===== config.mk =====
export PLATFORM = sky130hd
export DESIGN_NAME = seq_det_sched
export DESIGN_NICKNAME = d
export VERILOG_FILES = /design/src/rtl/seq_det_sched.sv
export SDC_FILE = /design/constraint.sdc
export NUM_CORES = 1
export LEC_CHECK = 0
export CAP_MARGIN = 20
export CORE_MARGIN = 3
export CORE_UTILIZATION = 40
export DETAILED_ROUTE_END_ITERATION = 8
export GPL_ROUTABILITY_DRIVEN = 0
export PLACE_DENSITY = 0.7
export SYNTH_ARGS = -nofsm -noshare
export SYNTH_HDL_FRONTEND = slang
export SYNTH_SLANG_ARGS = --single-unit

===== constraint.sdc =====
create_clock -name clk -period 1.7 [get_ports clk]
set_input_delay 0.34 -clock clk [delete_from_list [all_inputs] [get_ports clk]]
set_output_delay 0.34 -clock clk [all_outputs]
set_load 0.02 [all_outputs]

===== src/rtl/seq_det_sched.sv =====
// Round-robin scheduler sharing one serial sequence detector between requesters.
// Each granted word is cleared into, shifted through and scored by the detector.
module seq_det_sched #(
  parameter int NREQ  = 2,
  parameter int WIDTH = 8,
  parameter int CNTW  = 4,
  localparam int IDW  = (NREQ > 1) ? $clog2(NREQ) : 1
) (
  input  logic                  clk,
  input  logic                  reset,
  input  logic [NREQ-1:0]       req,
  input  logic [NREQ*WIDTH-1:0] word,
  output logic [NREQ-1:0]       gnt,
  output logic                  det_clr,
  output logic                  det_x,
  input  logic                  det_y,
  output logic                  busy,
  output logic                  done,
  output logic [IDW-1:0]        done_id,
  output logic [CNTW-1:0]       match_cnt
);

  localparam int BW = $clog2(WIDTH + 1);

  typedef enum logic [1:0] {
    IDLE,
    CLEAR,
    SHIFT,
    REPORT
  } state_t;

  state_t           state_q;
  logic [WIDTH-1:0] sh_q;
  logic [CNTW-1:0]  cnt_q;
  logic [CNTW-1:0]  cnt_d;
  logic [IDW-1:0]   id_q;
  logic [IDW-1:0]   ptr_q;
  logic [IDW-1:0]   pick;
  logic [IDW-1:0]   cand;
  logic             hit;
  logic [BW-1:0]    bcnt_q;

  function automatic logic [IDW-1:0] rr_nxt(
    input logic [IDW-1:0] p,
    input int             k
  );
    int s;
    s = int'(p) + k;
    if (s >= NREQ) s = s - NREQ;
    return IDW'(s);
  endfunction

  // Scan from farthest to nearest so the first req after ptr wins.
  always_comb begin
    hit  = 1'b0;
    pick = '0;
    cand = '0;
    for (int k = NREQ; k >= 1; k--) begin
      cand = rr_nxt(ptr_q, k);
      if (req[cand]) begin
        hit  = 1'b1;
        pick = cand;
      end
    end
  end

  always_comb begin
    cnt_d = cnt_q;
    if (det_y && (cnt_q != '1)) cnt_d = cnt_q + 1'b1;
  end

  always_ff @(posedge clk or posedge reset) begin
    if (reset) begin
      state_q   <= IDLE;
      sh_q      <= '0;
      cnt_q     <= '0;
      id_q      <= '0;
      ptr_q     <= IDW'(NREQ - 1);
      bcnt_q    <= '0;
      gnt       <= '0;
      det_clr   <= 1'b0;
      det_x     <= 1'b0;
      busy      <= 1'b0;
      done      <= 1'b0;
      done_id   <= '0;
      match_cnt <= '0;
    end else begin
      gnt     <= '0;
      det_clr <= 1'b0;
      done    <= 1'b0;
      unique case (state_q)
        IDLE: begin
          det_x <= 1'b0;
          if (hit) begin
            sh_q    <= word[int'(pick)*WIDTH +: WIDTH];
            id_q    <= pick;
            ptr_q   <= pick;
            gnt     <= NREQ'(1) << pick;
            cnt_q   <= '0;
            det_clr <= 1'b1;
            busy    <= 1'b1;
            state_q <= CLEAR;
          end
        end
        CLEAR: begin
          det_x   <= sh_q[WIDTH-1];
          sh_q    <= sh_q << 1;
          bcnt_q  <= '0;
          state_q <= SHIFT;
        end
        SHIFT: begin
          cnt_q <= cnt_d;
          // Last bit: the final det_y hit must land in the reported count.
          if (bcnt_q == BW'(WIDTH - 1)) begin
            det_x     <= 1'b0;
            done      <= 1'b1;
            match_cnt <= cnt_d;
            done_id   <= id_q;
            state_q   <= REPORT;
          end else begin
            det_x  <= sh_q[WIDTH-1];
            sh_q   <= sh_q << 1;
            bcnt_q <= bcnt_q + 1'b1;
          end
        end
        REPORT: begin
          busy    <= 1'b0;
          state_q <= IDLE;
        end
        default: state_q <= IDLE;
      endcase
    end
  end

endmodule


-- Yosys cells after proc, flatten, opt, wreduce, memory -nomap -nowiden
Index checks and enable logic that the tools add are counted.
- register bits: 31
- equality and inequality tests: 8
- shifts and indexed selects: 2
- reductions and logical operators: 13
- add/sub/neg operators: 6
- magnitude comparators: 4
- mux-type cells: 31
- operators by type and width (operator ; count):
    $pmux 8 s3 ; 1
    $mux 1 ; 16
    $mux 8 ; 2
    $pmux 4 s2 ; 2
    $shiftx 16x5->8 ; 1
    $mux 4 ; 3
    $reduce_and 2->1 ; 6
    $add 4x1->4 const B ; 2
    $mux 2 ; 4
    $pmux 2 s4 ; 1
    $ne 2x2->1 const B ; 3
    $reduce_bool 2->1 ; 3
    $eq 2x2->1 const B ; 2
    $eq 4x3->1 const B ; 1
    $lt 1x2->1 const B ; 2
    $ne 4x4->1 const B ; 1
    $add 1x2->3 const B ; 1
    $ge 3x2->1 const B ; 1
    $pmux 1 s3 ; 1
    $reduce_and 3->1 ; 1
    $reduce_bool 3->1 ; 1
    $add 1x1->2 const B ; 1
    $eq 2x1->1 const B ; 1
    $ge 2x2->1 const B ; 1
    other kinds (5) ; 6

-- Longest topological paths before layout
- depth after elaboration: 10
- depth in mapped cells: 8
- gate-level depth less buffers: 6

-- Worst setup path before layout
No wires, ideal clock.
- path kind: register -> register
- start point: reg state_q[0]
- end point: reg sh_q[7]
- slack: -0.054 ns
- required time: 1.578 ns
- period minus slack after synthesis: 1.754 ns
- buffers on the path: 2
- stages on the path, launching flop included: 9
- arrival time: 1.632 ns
- cells stage by stage: dfrtp_1 > inv_1 > ha_1 > buf_4 > nand4b_4 > inv_6 > or3_1 > buf_6 > a32o_1
- cells in the longest elaborated chain, start to end: 3
- elaborated cells on any way between the ends: 8
- ends and longest elaborated chain (element ; RTL line ; RTL):
    start, declared ; 32 ; state_t state_q;
    start signal, assigned ; 74 ; state_q <= IDLE;
    start signal, assigned ; 102 ; state_q <= CLEAR;
    start signal, assigned ; 109 ; state_q <= SHIFT;
    $eq 2x2->1 (tied with other cells) ; 91 ; unique case (state_q)
    $ne 2x2->1 (no source line) / $reduce_bool 3->1 (equally long branches) ; - ;
    $reduce_and 3->1 (no source line) ; - ;
    end signal, assigned ; 95 ; sh_q <= word[int'(pick)*WIDTH +: WIDTH];
    end signal, assigned ; 107 ; sh_q <= sh_q << 1;
    end signal, assigned ; 122 ; sh_q <= sh_q << 1;
    end, declared ; 33 ; logic [WIDTH-1:0] sh_q;
Parallel ways exist; a longest one is shown, timed or not.
A chain may end at the register's enable or synchronous reset.

-- Worst setup path in the final report
- start point: in req[1]
- end point: reg sh_q[3]
- cells in the longest elaborated chain, start to end: 7
- elaborated cells on any way between the ends: 13
- ends and longest elaborated chain (element ; RTL line ; RTL):
    start, declared ; 11 ; input logic [NREQ-1:0] req,
    $mux 1 (implied by the code) (2 in a row) ; 60 ; if (req[cand]) begin
    $mux 1 (2 in a row) ; 60 ;
    $shiftx 16x5->8 ; 95 ;
    $mux 8 ; 94 ; if (hit) begin
    $pmux 8 s3 ; 91 ;
Parallel ways exist; a longest one is shown, timed or not. The select of a mux whose other input is x is not followed.

==> out/metrics.csv <==
stage,metric,value,unit
setup_path,"Largest stage delay, worst path",0.57,ns
drt,Initial DRT Pass Iterations,4,
timing,actual slew at the worst max-slew pin,0.3909,ns
clocking,TritonCTS clock tree,done,
timing,Fin. Hold Viols,0,
pwr,LEAKAGE,1.063,nW
global_route,largest net degree at the start of global routing,32,
synth,Syn Nets,199,
setup_path,reg-to-reg endpoint,state_q[1],
synth,Post-synth ARST share,100.0,%
global_route,GRT overflow,0,
setup_path,CP max stage cell,clkdlybuf4s50_1,
clocking,clock-pin slew on the worst setup and hold paths,0.06,ns
cells_and_area,nets@finish,244,
timing,Tcrit/Tclk final,96.09,%
clocking,Worst-Skew Late Latency,0.28,ns
synth,syn avg cell area,9.849,um^2
setup_path,crit path launch,req[1],
drt,Antenna Nets Post-Route,0,
setup_path,CP endpoint,sh_q[3],
synth,Post-Synthesis Cells,171,
drt,Post-Route WL,3869,um
outcome,status,"finished, final reports clean",
place,dpl hpwl,2804,um
timing,Final min period,1.634,ns
clocking,Root Buffer,clkbuf_8,
floorplan,num rows,22,
synth,#FFs+latches synth,31,
floorplan,Die Span Y,70.89,um
setup_path,"critical path fanouts, max",8,
drt,total vias in the final route,1453,
synth,top_reg_cell synth,dfrtp_1,
timing,Max Fclk,612.2,MHz
flow_run,maxcap violations,0,
cells_and_area,Final Cell Area,2262,um^2
global_route,first-pass GRT wire length,6699,um
clocking,CTS buffer count,5,
global_route,initial antenna violation count,0,
timing,setup tns final,0,ns
pwr,PD cells,1716,nW/um^2
synth,post-synth top area cell,dfrtp_1,
hold_path,Hold/Removal Path Class,in2async,
synth,synth unique cells,42,
cells_and_area,P&R area growth vs syn,34.32,%
timing,Final Skew,0.003993,ns
synth,number of synthesized flops with an enable pin,0,
drt,residual DRC count,0,
floorplan,initial core utilization,43.70,%
cells_and_area,layout cells sized above 1,17.05,%
clocking,H-Tree Depth,2,
pwr,worst vdd ir,0.8893,mV
global_route,total track usage,16.49,%
synth,Yosys Warn Count,0,
global_route,number of global-route vias before repair,1464,
cells_and_area,Antenna diodes,0,
setup_path,R2R depth,5,
clocking,clock sink total,31,
timing,Slew headroom,73.94,%
timing,Final Max Tran Viols,0,
setup_path,CP Class,in2reg,
floorplan,IO Pins,32,
pwr,Final Power,3.881,mW
clocking,clk buf depth,2,
synth,synth top area cells,"dfrtp_1 45%, ha_1 5.2%, a21oi_1 4.8%",
drt,DR WL/cell,14.60,um
place,dpl cell area,2136,um^2
synth,sequential element share of the synthesized area,46.14,%
drt,DR iter-0 viols,77,
setup_path,crit-path cells,"clkdlybuf4s50_1, a21bo_4, a221o_1, a32o_1",
setup_path,critical path required time,1.86,ns
drt,Vias/cell,5.483,
place,Port Buffers,31,
setup_path,CP Launch Type,input port,
setup_path,Reg2Reg Setup Slack,0.08,ns
setup_path,"Arr. time, crit path",1.80,ns
floorplan,Core Area,3854,um^2
timing,unrepaired setup endpoints after global routing,no,
floorplan,DIE WIDTH,70.89,um
setup_path,crit end category,flip-flop,
floorplan,total die area,5025,um^2
synth,Synth Cell Area,1684,um^2
timing,final setup vio count,0,
setup_path,R2R Path Start,state_q[1],
synth,top cell type's share of synthesized area,44.58,%
## cells by family after synthesis
logic type / synth area share (%)
muxes: 1.932
AOI/OAI and AO/OA: 22.66
buffers and inverters: 6.538
DFF: 46.14
and+or+nand+nor: 17.53
adders and majority gates: 5.200
## state kept, by name, indices dropped and copies added, names as in the netlist
name / count
bcnt_q: 4
state_q: 2
done: 1
ptr_q: 1
busy: 1
det_x: 1
det_clr: 1
cnt_q: 4
match_cnt: 4
id_q: 1
sh_q: 8
gnt: 2
done_id: 1
## routing by layer
layer	global-route usage (%)	wire, um	vias to the layer above
met4	3.758	33	0
met1	21.85	1747	713
met5	0	0	-
li1	-	-	712
met2	26.47	1939	22
met3	5.256	149	6
## cells in the mapped netlist, drive strengths merged (2+ instances only)
cell type,n
a21oi,16
a41oi,2
a221o,7
and2,7
o31ai,2
nand2b,2
o21ai,6
a31oi,3
dfrtp,30
mux2,2
and3,3
nor2,5
or3,2
ha,7
a32o,8
clkbuf,7
a211o,2
nor4,2
buf,3
nand3,4
nand2,18
nand4,2
inv,15
## how the worst min path moves through the flow
stage	cells after the start	slack (ns)	endpoint	from
after floorplan	1	0.44	bcnt_q[0]	reset
after global placement	2	0.46	det_x	det_x
after detailed placement	2	0.47	det_x	det_x
after CTS	3	0.46	sh_q[5]	reset
after global routing	1	0.51	sh_q[5]	sh_q[5]
final	3	0.44	sh_q[5]	reset
## layout by cell type, fill, tap and decap left out, types with 2 or more instances in the layout
cell,Yosys,final
nand3_1,4,4
a41oi_1,2,2
mux2_2,2,2
dfrtp_1,30,30
o31ai_1,2,2
buf_4,1,17
o21ai_0,6,5
and2_1,7,7
a221o_1,7,7
nand2_1,18,17
a31oi_1,3,3
and3_1,3,3
nor2_1,5,4
clkdlybuf4s50_1,0,31
inv_1,14,14
a32o_1,8,8
a21oi_1,16,16
a211o_1,2,2
nand4_1,2,2
nor4_1,2,2
ha_1,7,5
clkbuf_8,0,7
nand2b_1,2,2
ha_2,0,2
## critical path, delay by kind of cell
family	cells	cell delay (ns)
buffers and inverters	1	0.57
AOI/OAI and AO/OA	3	0.88
## report_power, final
part	internal (mW)	switching [mW]	leakage (nW)	total, mW
Clock	0.369	0.256	0.0515	0.625
Combinational	1.02	0.999	0.633	2.02
Sequential	1.04	0.194	0.379	1.24
Total	2.43	1.45	1.06	3.88
## area by class of cell
cell class | count | area (um^2)
clock buffer | 8 | 100.1
fill | 340 | 1592
inverter | 15 | 61.31
multi-input combinational | 115 | 825.8
sequential | 31 | 777.0
tap | 48 | 60.06
timing repair buffer | 48 | 437.9
## timing repair
item,4_1_cts,5_1_grt
setup endpoints to repair,9,12
hold buffers,0,0
pin swaps,0,0
gates resized for setup,3,6
gates cloned,0,0
buffers inserted,0,0
## per-stage QoR
| step | setup WS, ns | std cells | util [%] | hold WS, ns |
|---|---|---|---|---|
| after floorplan | -0.01552 | 171 | - | 0.4378 |
| after global placement | -0.2143 | 257 | 55.42 | 0.4590 |
| after detailed placement | -0.2680 | 257 | 55.42 | 0.4707 |
| after CTS | 0.008403 | 265 | 58.34 | 0.4551 |
| after global routing | 0.004756 | 265 | 58.70 | 0.5078 |
| final | 0.06648 | 265 | 58.70 | 0.4398 |
Power figures use the tool's default switching activity.
